`src/rtl/nova_tty.sv`:
```
// Nova console teletype: TTI keyboard input and TTO printer output over one 8N1 UART.
// Bus strobes decode per device; Busy/Done flags drive skip status and the interrupt request.
module nova_tty #(
  parameter logic [5:0]  DEV_TTI = 6'o10,
  parameter logic [5:0]  DEV_TTO = 6'o11,
  parameter logic [15:0] CLK_DIV = 16'd434
) (
  input  logic        pclk,
  input  logic        prst_n,
  input  logic        bs_stb,
  input  logic        bs_we,
  input  logic [0:7]  bs_adr,
  input  logic [0:15] bs_din,
  output logic [0:15] bs_dout,
  input  logic        uart_rx,
  output logic        uart_tx,
  output logic        tty_intr
);

  localparam logic [15:0] BitM1  = CLK_DIV - 16'd1;
  localparam logic [15:0] HalfM1 = (CLK_DIV >> 1) - 16'd1;

  typedef enum logic [1:0] {TxIdle, TxStart, TxData, TxStop} tx_state_e;
  typedef enum logic [1:0] {RxIdle, RxStart, RxData, RxStop} rx_state_e;

  // Bus decode
  logic [5:0] dev;
  logic [1:0] rsel;
  logic [1:0] ctl;
  logic [7:0] wr_byte;
  logic       hit_tti, hit_tto;
  logic       tti_start, tti_clear, tto_start, tto_clear, tto_wr_buf;
  logic       unused_din;

  assign dev        = bs_adr[0:5];
  assign rsel       = bs_adr[6:7];
  assign ctl        = bs_din[14:15];
  assign wr_byte    = bs_din[8:15];
  assign unused_din = ^bs_din[0:7];

  assign hit_tti    = bs_stb & (dev == DEV_TTI);
  assign hit_tto    = bs_stb & (dev == DEV_TTO);
  assign tti_start  = hit_tti & bs_we & (rsel == 2'b00) & (ctl == 2'b01);
  assign tti_clear  = hit_tti & bs_we & (rsel == 2'b00) & (ctl == 2'b10);
  assign tto_start  = hit_tto & bs_we & (rsel == 2'b00) & (ctl == 2'b01);
  assign tto_clear  = hit_tto & bs_we & (rsel == 2'b00) & (ctl == 2'b10);
  assign tto_wr_buf = hit_tto & bs_we & (rsel == 2'b01);

  // Flags and buffers
  logic tti_busy_q, tti_busy_d, tti_done_q, tti_done_d;
  logic tto_busy_q, tto_busy_d, tto_done_q, tto_done_d;
  logic [7:0] rx_buf_q, rx_buf_d;
  logic [7:0] tx_buf_q, tx_buf_d;
  logic [15:0] rd_data, bs_dout_q;

  // Transmitter state
  tx_state_e   tx_state_q, tx_state_d;
  logic [15:0] tx_cnt_q, tx_cnt_d;
  logic [2:0]  tx_bit_q, tx_bit_d;
  logic [7:0]  tx_shf_q, tx_shf_d;
  logic        tx_out_q, tx_out_d;
  logic        tx_done_evt;

  // Receiver state
  rx_state_e   rx_state_q, rx_state_d;
  logic [15:0] rx_cnt_q, rx_cnt_d;
  logic [2:0]  rx_bit_q, rx_bit_d;
  logic [7:0]  rx_shf_q, rx_shf_d;
  logic        rx_meta_q, rx_sync_q, rx_prev_q;
  logic        rx_fall;
  logic        rx_done_evt;

  assign rx_fall = rx_prev_q & ~rx_sync_q;

  always_comb begin
    rd_data = 16'h0000;
    if (bs_stb && !bs_we) begin
      if (hit_tti) begin
        case (rsel)
          2'b00:   rd_data = {tti_busy_q, tti_done_q, 14'b0};
          2'b01:   rd_data = {8'h00, rx_buf_q};
          default: rd_data = 16'h0000;
        endcase
      end else if (hit_tto) begin
        case (rsel)
          2'b00:   rd_data = {tto_busy_q, tto_done_q, 14'b0};
          2'b01:   rd_data = {8'h00, tx_buf_q};
          default: rd_data = 16'h0000;
        endcase
      end
    end
  end

  // TX: uart_tx follows the state one edge late, so the start bit appears after the Start edge
  always_comb begin
    tx_state_d  = tx_state_q;
    tx_cnt_d    = tx_cnt_q;
    tx_bit_d    = tx_bit_q;
    tx_shf_d    = tx_shf_q;
    tx_out_d    = 1'b1;
    tx_done_evt = 1'b0;
    case (tx_state_q)
      TxIdle: tx_out_d = 1'b1;
      TxStart: begin
        tx_out_d = 1'b0;
        if (tx_cnt_q == BitM1) begin
          tx_state_d = TxData;
          tx_cnt_d   = 16'd0;
          tx_bit_d   = 3'd0;
        end else begin
          tx_cnt_d = tx_cnt_q + 16'd1;
        end
      end
      TxData: begin
        tx_out_d = tx_shf_q[0];
        if (tx_cnt_q == BitM1) begin
          tx_cnt_d = 16'd0;
          tx_shf_d = {1'b0, tx_shf_q[7:1]};
          if (tx_bit_q == 3'd7) tx_state_d = TxStop;
          else                  tx_bit_d   = tx_bit_q + 3'd1;
        end else begin
          tx_cnt_d = tx_cnt_q + 16'd1;
        end
      end
      TxStop: begin
        tx_out_d = 1'b1;
        if (tx_cnt_q == BitM1) begin
          tx_state_d  = TxIdle;
          tx_cnt_d    = 16'd0;
          tx_done_evt = 1'b1;
        end else begin
          tx_cnt_d = tx_cnt_q + 16'd1;
        end
      end
      default: tx_state_d = TxIdle;
    endcase
    // A Start landing on the completion edge begins the next frame so busy never sticks
    if (tto_clear) begin
      tx_state_d = TxIdle;
      tx_cnt_d   = 16'd0;
    end else if (tto_start && (tx_state_q == TxIdle || tx_done_evt)) begin
      tx_state_d = TxStart;
      tx_cnt_d   = 16'd0;
      tx_bit_d   = 3'd0;
      tx_shf_d   = tx_buf_q;
    end
  end

  // RX: start bit is re-checked at mid-bit, then every bit is sampled one period later
  always_comb begin
    rx_state_d  = rx_state_q;
    rx_cnt_d    = rx_cnt_q;
    rx_bit_d    = rx_bit_q;
    rx_shf_d    = rx_shf_q;
    rx_buf_d    = rx_buf_q;
    rx_done_evt = 1'b0;
    case (rx_state_q)
      RxIdle: begin
        if (rx_fall) begin
          rx_state_d = RxStart;
          rx_cnt_d   = 16'd0;
        end
      end
      RxStart: begin
        if (rx_cnt_q == HalfM1) begin
          rx_cnt_d   = 16'd0;
          rx_bit_d   = 3'd0;
          rx_state_d = rx_sync_q ? RxIdle : RxData;
        end else begin
          rx_cnt_d = rx_cnt_q + 16'd1;
        end
      end
      RxData: begin
        if (rx_cnt_q == BitM1) begin
          rx_cnt_d = 16'd0;
          rx_shf_d = {rx_sync_q, rx_shf_q[7:1]};
          if (rx_bit_q == 3'd7) rx_state_d = RxStop;
          else                  rx_bit_d   = rx_bit_q + 3'd1;
        end else begin
          rx_cnt_d = rx_cnt_q + 16'd1;
        end
      end
      RxStop: begin
        if (rx_cnt_q == BitM1) begin
          rx_cnt_d   = 16'd0;
          rx_state_d = RxIdle;
          if (rx_sync_q) begin
            rx_buf_d    = rx_shf_q;
            rx_done_evt = 1'b1;
          end
        end else begin
          rx_cnt_d = rx_cnt_q + 16'd1;
        end
      end
      default: rx_state_d = RxIdle;
    endcase
  end

  // Control writes take priority over a frame completing on the same edge
  always_comb begin
    tti_busy_d = tti_busy_q;
    tti_done_d = tti_done_q;
    tto_busy_d = tto_busy_q;
    tto_done_d = tto_done_q;
    tx_buf_d   = tto_wr_buf ? wr_byte : tx_buf_q;
    if (rx_done_evt) begin
      tti_busy_d = 1'b0;
      tti_done_d = 1'b1;
    end
    if (tti_start) begin
      tti_busy_d = 1'b1;
      tti_done_d = 1'b0;
    end else if (tti_clear) begin
      tti_busy_d = 1'b0;
      tti_done_d = 1'b0;
    end
    if (tx_done_evt) begin
      tto_busy_d = 1'b0;
      tto_done_d = 1'b1;
    end
    if (tto_start) begin
      tto_busy_d = 1'b1;
      tto_done_d = 1'b0;
    end else if (tto_clear) begin
      tto_busy_d = 1'b0;
      tto_done_d = 1'b0;
    end
  end

  always_ff @(posedge pclk or negedge prst_n) begin
    if (!prst_n) begin
      tti_busy_q <= 1'b0;
      tti_done_q <= 1'b0;
      tto_busy_q <= 1'b0;
      tto_done_q <= 1'b0;
      rx_buf_q   <= 8'h00;
      tx_buf_q   <= 8'h00;
      bs_dout_q  <= 16'h0000;
    end else begin
      tti_busy_q <= tti_busy_d;
      tti_done_q <= tti_done_d;
      tto_busy_q <= tto_busy_d;
      tto_done_q <= tto_done_d;
      rx_buf_q   <= rx_buf_d;
      tx_buf_q   <= tx_buf_d;
      if (bs_stb) bs_dout_q <= rd_data;
    end
  end

  always_ff @(posedge pclk or negedge prst_n) begin
    if (!prst_n) begin
      tx_state_q <= TxIdle;
      tx_cnt_q   <= 16'd0;
      tx_bit_q   <= 3'd0;
      tx_shf_q   <= 8'h00;
      tx_out_q   <= 1'b1;
    end else begin
      tx_state_q <= tx_state_d;
      tx_cnt_q   <= tx_cnt_d;
      tx_bit_q   <= tx_bit_d;
      tx_shf_q   <= tx_shf_d;
      tx_out_q   <= tx_out_d;
    end
  end

  always_ff @(posedge pclk or negedge prst_n) begin
    if (!prst_n) begin
      rx_state_q <= RxIdle;
      rx_cnt_q   <= 16'd0;
      rx_bit_q   <= 3'd0;
      rx_shf_q   <= 8'h00;
      rx_meta_q  <= 1'b1;
      rx_sync_q  <= 1'b1;
      rx_prev_q  <= 1'b1;
    end else begin
      rx_state_q <= rx_state_d;
      rx_cnt_q   <= rx_cnt_d;
      rx_bit_q   <= rx_bit_d;
      rx_shf_q   <= rx_shf_d;
      rx_meta_q  <= uart_rx;
      rx_sync_q  <= rx_meta_q;
      rx_prev_q  <= rx_sync_q;
    end
  end

  assign bs_dout  = bs_dout_q;
  assign uart_tx  = tx_out_q;
  assign tty_intr = tti_done_q | tto_done_q;

endmodule

```
`config.mk`:
```
export PLATFORM = sky130hd
export DESIGN_NAME = nova_tty
export DESIGN_NICKNAME = d
export VERILOG_FILES = /design/src/rtl/nova_tty.sv
export SDC_FILE = /design/constraint.sdc
export NUM_CORES = 1
export LEC_CHECK = 0
export ABC_AREA = 1
export BUFFER_PORTS_ARGS = -buffer_cell sky130_fd_sc_hd__buf_4
export CAP_MARGIN = 30
export CORE_ASPECT_RATIO = 1.2
export CORE_UTILIZATION = 45
export DETAILED_ROUTE_END_ITERATION = 16
export PLACE_DENSITY = 0.72
export SYNTH_ARGS = -nofsm -noshare
export SYNTH_HDL_FRONTEND = slang
export SYNTH_SLANG_ARGS = --single-unit
```
`constraint.sdc`:
```
create_clock -name pclk -period 4.4 [get_ports pclk]
set_input_delay 0.66 -clock pclk [delete_from_list [all_inputs] [get_ports pclk]]
set_output_delay 0.66 -clock pclk [all_outputs]
set_load 0.03 [all_outputs]
```
==> metrics.csv, run 1 <==
stage;metric;value;unit
clock_tree;CTS tree;built;
power;Reg power frac;40.9;%
sta;Fmax;432;MHz
worst_setup_path;CP endpoint kind;flip-flop;
sta;Max Slew Vio Count;0;
clock_tree;postcts setup bufs;0;
synthesis;Synth Area per Inst;8.04;um2
drt;Pre-antenna DRT Iters;8;
placement;Final GP Congestion;0.880;
cells_and_area;area grow syn2layout;12.3;%
global_route;global-route wire length before repair;17900;um
die;Horiz. Die Dim;98.2;um
cells_and_area;share of layout cells above drive strength 1;14.4;%
die;Initial Util;46.9;%
global_route;vias in the first global route;4043;
drt;vias;4157;
power;worst vdd ir;197;uV
worst_setup_path;CP startpoint kind;input pin;
run;MaxCap Viol Count;0;
synthesis;EDFF count, synth;0;
clock_tree;cts repair resizes;0;
synthesis;Synth cell types;44;
die;I/O pins;47;
drt;routed wire length;10200;um
sta;worst hold slack;0.358;ns
clock_tree;H-tree levels;3;
clock_tree;Post-CTS Hold Buffers;0;
global_route;total grt overflow;0;
synthesis;top cells by area, synth;dfrtp_1 (44%), nand2_1 (10%), inv_1 (5.7%);
synthesis;Main synth FF type;dfrtp_1;
cells_and_area;Fillers;1018;
power;Switching Share;37.8;%
global_route;Global Route Usage Sum;19.1;%
synthesis;Cell Area, Synth;0.00500;mm2
sta;final setup violation count;0;
power;Leakage Power;2.74;nW
synthesis;Yosys reg bits;92;
hold_path;type of the worst min-delay path;reg -> reg;
sta;Final period util;52.6;%
sta;total negative setup slack;0;ns
sta;Fin. Hold Viols;0;
die;die area;0.0115;mm2
placement;PortBufs;32;
outcome;outcome;complete, no violations;
synthesis;register area share after synthesis;46.1;%
sta;unrepaired setup endpoints after global routing;false;
die;die span in y;117;um
global_route;largest net degree at the start of global routing;66;
drt;vias per inst;5.27;
worst_setup_path;CP required;4.64;ns
power;Switch Pwr;0.000969;W
global_route;initial antenna violation count;0;
synthesis;synth warn;0;
cells_and_area;Nets;698;
synthesis;ys async rst share;100;%
clock_tree;CTS root buf;clkbuf_16;
power;Logic pwr share;28.8;%
clock_tree;clock transition at the registers of the reported paths;0.07;ns
drt;DRT antenna net count;0;
worst_setup_path;crit path kind;in -> reg;
clock_tree;clk_lat worst skew;0.35;ns
drt;1st-iter DRT viols;166;
sta;Final min period;2.31;ns
clock_tree;largest buffer count on any clock path;2;
placement;HPWL after DPL;7550;um
synthesis;Synth area leader;dfrtp_1;
clock_tree;CTS buffer count;9;
synthesis;Synth top area share;44.0;%
worst_setup_path;worst path arrival time;2.55;ns
die;core area;0.0107;mm2
power;internal power;0.00159;W
sta;clk_skew;0.00800;ns
die;site row count;41;
clock_tree;clock sink count;92;
power;Power Dens Cells;456;mW/mm2
synthesis;Synth Instances;622;
sta;normalized max-slew margin;44.7;%
drt;DRC;0;
power;clock network power share;30.4;%
worst_setup_path;CP Max Fanout;28;
cells_and_area;diode count;0;
sta;Slew @ Worst Pin;0.830;ns
drt;DR WL/cell;12.9;um
==> cell usage after synthesis, drive strengths merged (8+ instances only) <==
master / count
nand4: 15
ha: 14
buf: 14
nand3: 39
a22oi: 8
nor3: 16
o21ai: 60
nand2: 142
a21oi: 17
nor2: 76
inv: 85
dfrtp: 88
xor2: 11
==> kinds of logic after synthesis <==
family / Yosys count / share of synthesized area, %
muxes: 5 / 1.13
DFF: 92 / 46.1
xor gates and xnor gates: 12 / 2.10
AOI/OAI and AO/OA: 101 / 11.3
adders and majority gates: 14 / 3.50
buffers and inverters: 102 / 8.78
other: 1 / 0.0750
and+or+nand+nor: 295 / 27.0
==> sequential cells by signal (all words and copies together), names as in the netlist, 2 cells and up, named ones only <==
| register | cells |
|---|---|
| tx_buf_q | 8 |
| rx_cnt_q | 16 |
| rx_buf_q | 8 |
| rx_shf_q | 8 |
| tx_state_q | 2 |
| tx_cnt_q | 16 |
| tx_bit_q | 3 |
| rx_bit_q | 3 |
| tx_shf_q | 8 |
| bs_dout | 10 |
==> critical path: stages <==
cell and delay (ns):
buf_4 0.08, inv_2 0.09, nor2_2 0.12, nand2_1 0.07, nor2_2 0.41, nand2_1 0.17
nor2_4 0.18, nand2_4 0.19, nand3_4 0.28, nand2_1 0.15, nand2_1 0.10, nor2_1 0.04
==> per-stage QoR <==
step / worst slack [ns] / total power (W) / cells / util (%) / instance area [um2]
2_1_floorplan: 2.58 / 0.00162 / 627 / - / 5020
3_3_place_gp: 1.76 / 0.00176 / 773 / 49.8 / 5310
3_5_place_dp: 1.73 / 0.00179 / 773 / 49.8 / 5310
4_1_cts: 2.10 / 0.00258 / 789 / 52.6 / 5620
5_1_grt: 1.85 / 0.00274 / 789 / 52.6 / 5620
6_report: 2.09 / 0.00256 / 789 / 52.6 / 5620
==> final timing paths <==
kind	endpoint	start	slack [ns]	cells after the start
worst min-delay path	rx_sync_q$_DFF_PN1_	rx_meta_q$_DFF_PN1_	0.36	0
max in group asynchronous	uart_tx$_DFF_PN1_	prst_n	3.08	2
worst max-delay path	tx_cnt_q[4]$_DFFE_PN0P_	bs_stb	2.09	12
min in group asynchronous	tx_shf_q[5]$_DFF_PN0_	prst_n	0.39	1
worst min register to register	rx_sync_q$_DFF_PN1_	rx_meta_q$_DFF_PN1_	0.36	0
worst max register to register	tx_cnt_q[3]$_DFFE_PN0P_	tx_cnt_q[0]$_DFFE_PN0P_	2.27	12
==> area by class of cell <==
| class | instances | area (um2) | area share, % |
|---|---|---|---|
| multi-input cells | 433 | 2270 | 40.5 |
| inverters | 86 | 323 | 5.75 |
| repair buffers | 33 | 248 | 4.41 |
| clock buffers | 9 | 225 | 4.01 |
| clock inverters | 7 | 77.6 | 1.38 |
| flip-flops and latches | 92 | 2310 | 41.1 |
| well taps | 129 | 161 | 2.87 |
==> per-layer routing <==
layer / track usage (%) / wire [um]
met1: 23.4 / 4550
met2: 33.0 / 5120
met3: 2.67 / 315
met4: 9.24 / 213
met5: 0 / 0
==> placed cells by master, fill, tap and decap left out, types with 2 or more instances in the layout <==
cell type	instances
nand3_4	2
a31oi_1	7
mux2_2	5
nand2_4	2
clkbuf_16	9
inv_8	4
nand4_1	15
nand2_1	136
ha_1	14
o21ai_0	45
nand2_2	4
a21oi_1	16
nand3_1	35
inv_2	9
nor2_1	67
nor3_1	13
a22oi_1	8
nand3_2	2
nor2_2	6
or2_2	2
nor2_4	3
dfstp_2	4
nor4_1	4
dfrtp_1	88
inv_1	76
o31ai_1	2
conb_1	6
buf_4	33
o21ai_1	14
xor2_1	11
nor3_2	3
==> power groups by stage <==
stage / registers [W] / clock network, W / logic [W]
2_1_floorplan: 0.00105 / 0 / 0.000577
3_3_place_gp: 0.00105 / 0 / 0.000705
3_5_place_dp: 0.00106 / 0 / 0.000735
4_1_cts: 0.00104 / 0.000798 / 0.000738
5_1_grt: 0.00106 / 0.000833 / 0.000843
6_report: 0.00105 / 0.000777 / 0.000737
Note: power is estimated with default switching activity, not from simulation.
==> run 2: changes to the inputs <==
--- a/config.mk
+++ b/config.mk
@@ -11,7 +11,7 @@
 export CORE_ASPECT_RATIO = 1.2
 export CORE_UTILIZATION = 45
 export DETAILED_ROUTE_END_ITERATION = 16
-export PLACE_DENSITY = 0.72
+export PLACE_DENSITY = 0.75
 export SYNTH_ARGS = -nofsm -noshare
 export SYNTH_HDL_FRONTEND = slang
 export SYNTH_SLANG_ARGS = --single-unit
==> constraint.sdc (replaced) <==
create_clock -name pclk -period 2 [get_ports pclk]
set_input_delay 0.3 -clock pclk [delete_from_list [all_inputs] [get_ports pclk]]
set_output_delay 0.3 -clock pclk [all_outputs]
set_load 0.03 [all_outputs]
==> run 2 against run 1 <==
Clock skew grew 0.0027 ns; non-clock buffer count grew 16; via count grew 2.3%; sequential share of layout area shrank 1.5 points; clock power grew 110%; register-to-register slack lost 2.1 ns; utilization grew 2.0 points; combinational power grew 150%; die area is the same; flip-flop and latch count is the same; global-route usage grew 0.30 points; critical path type is now reg -> reg.
==> metrics.csv, run 2 (synthesis results as in run 1) <==
stage;metric;value;unit
cells_and_area;share of layout cells above drive strength 1;17.1;%
drt;DRC;0;
sta;Final min period;1.85;ns
worst_setup_path;crit path kind;reg -> reg;
run;MaxCap Viol Count;0;
cells_and_area;diode count;0;
drt;1st-iter DRT viols;304;
power;worst vdd ir;430;uV
global_route;vias in the first global route;4149;
sta;Slew @ Worst Pin;0.628;ns
cells_and_area;Finished Core Util;54.6;%
clock_tree;clk_lat worst skew;0.35;ns
placement;Placed Cells incl. Taps;783;
drt;routed wire length;10800;um
drt;vias;4251;
global_route;largest net degree at the start of global routing;46;
sta;Fin. Hold Viols;0;
clock_tree;clock sink count;92;
power;internal power;0.00359;W
global_route;Global Route Usage Sum;19.4;%
cells_and_area;Final Non-Filler Cells;806;
power;clock network power share;28.7;%
hold_path;type of the worst min-delay path;in -> reg;
sta;normalized max-slew margin;58.1;%
power;Leakage Power;2.84;nW
sta;Final period util;92.5;%
power;Reg power frac;39.7;%
global_route;total grt overflow;0;
sta;clk_skew;0.0107;ns
die;Initial Util;46.9;%
die;die area;0.0115;mm2
global_route;global-route wire length before repair;18100;um
die;site row count;41;
power;Power Dens Cells;992;mW/mm2
sta;Max Slew Vio Count;0;
drt;Pre-antenna DRT Iters;9;
die;I/O pins;47;
clock_tree;clock transition at the registers of the reported paths;0.07;ns
drt;DR WL/cell;13.4;um
worst_setup_path;CP startpoint kind;flip-flop;
cells_and_area;Fillers;948;
power;Logic pwr share;31.6;%
power;Switching Share;37.8;%
clock_tree;largest buffer count on any clock path;2;
worst_setup_path;CP endpoint kind;flip-flop;
clock_tree;CTS buffer count;9;
drt;DRT antenna net count;0;
outcome;outcome;complete, no violations;
cells_and_area;most frequent cells in the layout;nand2_1 (135), dfrtp_1 (88), inv_1 (76);
sta;Fmax;541;MHz
cells_and_area;Sequential Area;0.00231;mm2
placement;Final GP Congestion;0.903;
placement;HPWL after DPL;7790;um
cells_and_area;most common cell after layout, fill and taps aside;nand2_1;
cells_and_area;Nets;715;
cells_and_area;area grow syn2layout;16.6;%
die;core area;0.0107;mm2
clock_tree;CTS root buf;clkbuf_16;
die;Horiz. Die Dim;98.2;um
worst_setup_path;worst path arrival time;2.07;ns
worst_setup_path;CP required;2.22;ns
drt;vias per inst;5.27;
clock_tree;CTS tree;built;
die;die span in y;117;um
clock_tree;H-tree levels;3;
worst_setup_path;CP Max Fanout;7;
global_route;initial antenna violation count;0;
cells_and_area;Multi-input gate area;0.00232;mm2
sta;final setup violation count;0;
placement;PortBufs;32;
power;Switch Pwr;0.00219;W
-- run 2: worst paths after layout --
path	start	to	slack, ns	cells after the start
worst max-delay path	tx_cnt_q[1]$_DFFE_PN0P_	tx_cnt_q[12]$_DFFE_PN0P_	0.15	13
worst min-delay path	uart_rx	rx_meta_q$_DFF_PN1_	0.06	1
worst max register to register	tx_cnt_q[1]$_DFFE_PN0P_	tx_cnt_q[12]$_DFFE_PN0P_	0.15	13
worst min register to register	rx_meta_q$_DFF_PN1_	rx_sync_q$_DFF_PN1_	0.36	0
max in group asynchronous	prst_n	tx_cnt_q[15]$_DFFE_PN0P_	0.92	3
min in group asynchronous	prst_n	tx_shf_q[4]$_DFF_PN0_	0.51	2
-- run 2: layout make-up --
cell class,count,area share [%]
Multi-Input combinational cell,434,39.9
Sequential cell,92,39.6
Timing Repair Buffer,49,7.21
Inverter,86,5.54
Clock buffer,9,3.86
Tap cell,129,2.77
Clock inverter,7,1.16
-- run 2: power groups by stage --
stage                     registers (W)  clock network (W)  logic [W]
after floorplan                 0.00230                  0    0.00127
after global placement          0.00231                  0    0.00160
after detailed placement        0.00232                  0    0.00165
after CTS                       0.00229            0.00170    0.00168
after global routing            0.00233            0.00177    0.00208
final                           0.00229            0.00166    0.00183
-- run 2: metrics by stage --
step	setup slack (ns)	power, W	hold slack [ns]	cell area (um2)	setup TNS (ns)
after global routing	-0.0318	0.00618	0.0463	5830	-0.120
after global placement	0.152	0.00391	0.348	5410	0
after CTS	0.0871	0.00567	0.0475	5720	0
after detailed placement	0.104	0.00398	0.350	5410	0
after floorplan	0.339	0.00357	0.00441	5020	0
final	0.150	0.00578	0.0587	5830	0
-- run 2: critical path, cell delays in order (launching register included) --
cell,delay [ns]
dfrtp_1,0.40
inv_1,0.09
ha_2,0.18
nand2_1,0.05
clkinv_1,0.05
nand2_2,0.06
nor2_4,0.16
nand3_4,0.10
nand2_4,0.12
nand2_8,0.08
nand2_2,0.15
nor2_1,0.09
o21ai_1,0.09
o21ai_0,0.08
-- run 2: repair_timing --
item,4_1_cts,5_1_grt
gates resized for setup,0,12
endpoints found under the hold margin,22,0
setup buffers,0,5
setup endpoints to repair,0,35
hold buffers,1,0
-- run 2: metal layers --
layer,global-route usage [%],part of all wire [%]
met5,0,0
met4,9.33,2.2
met3,3.33,3.9
met2,33.3,51
met1,23.6,43
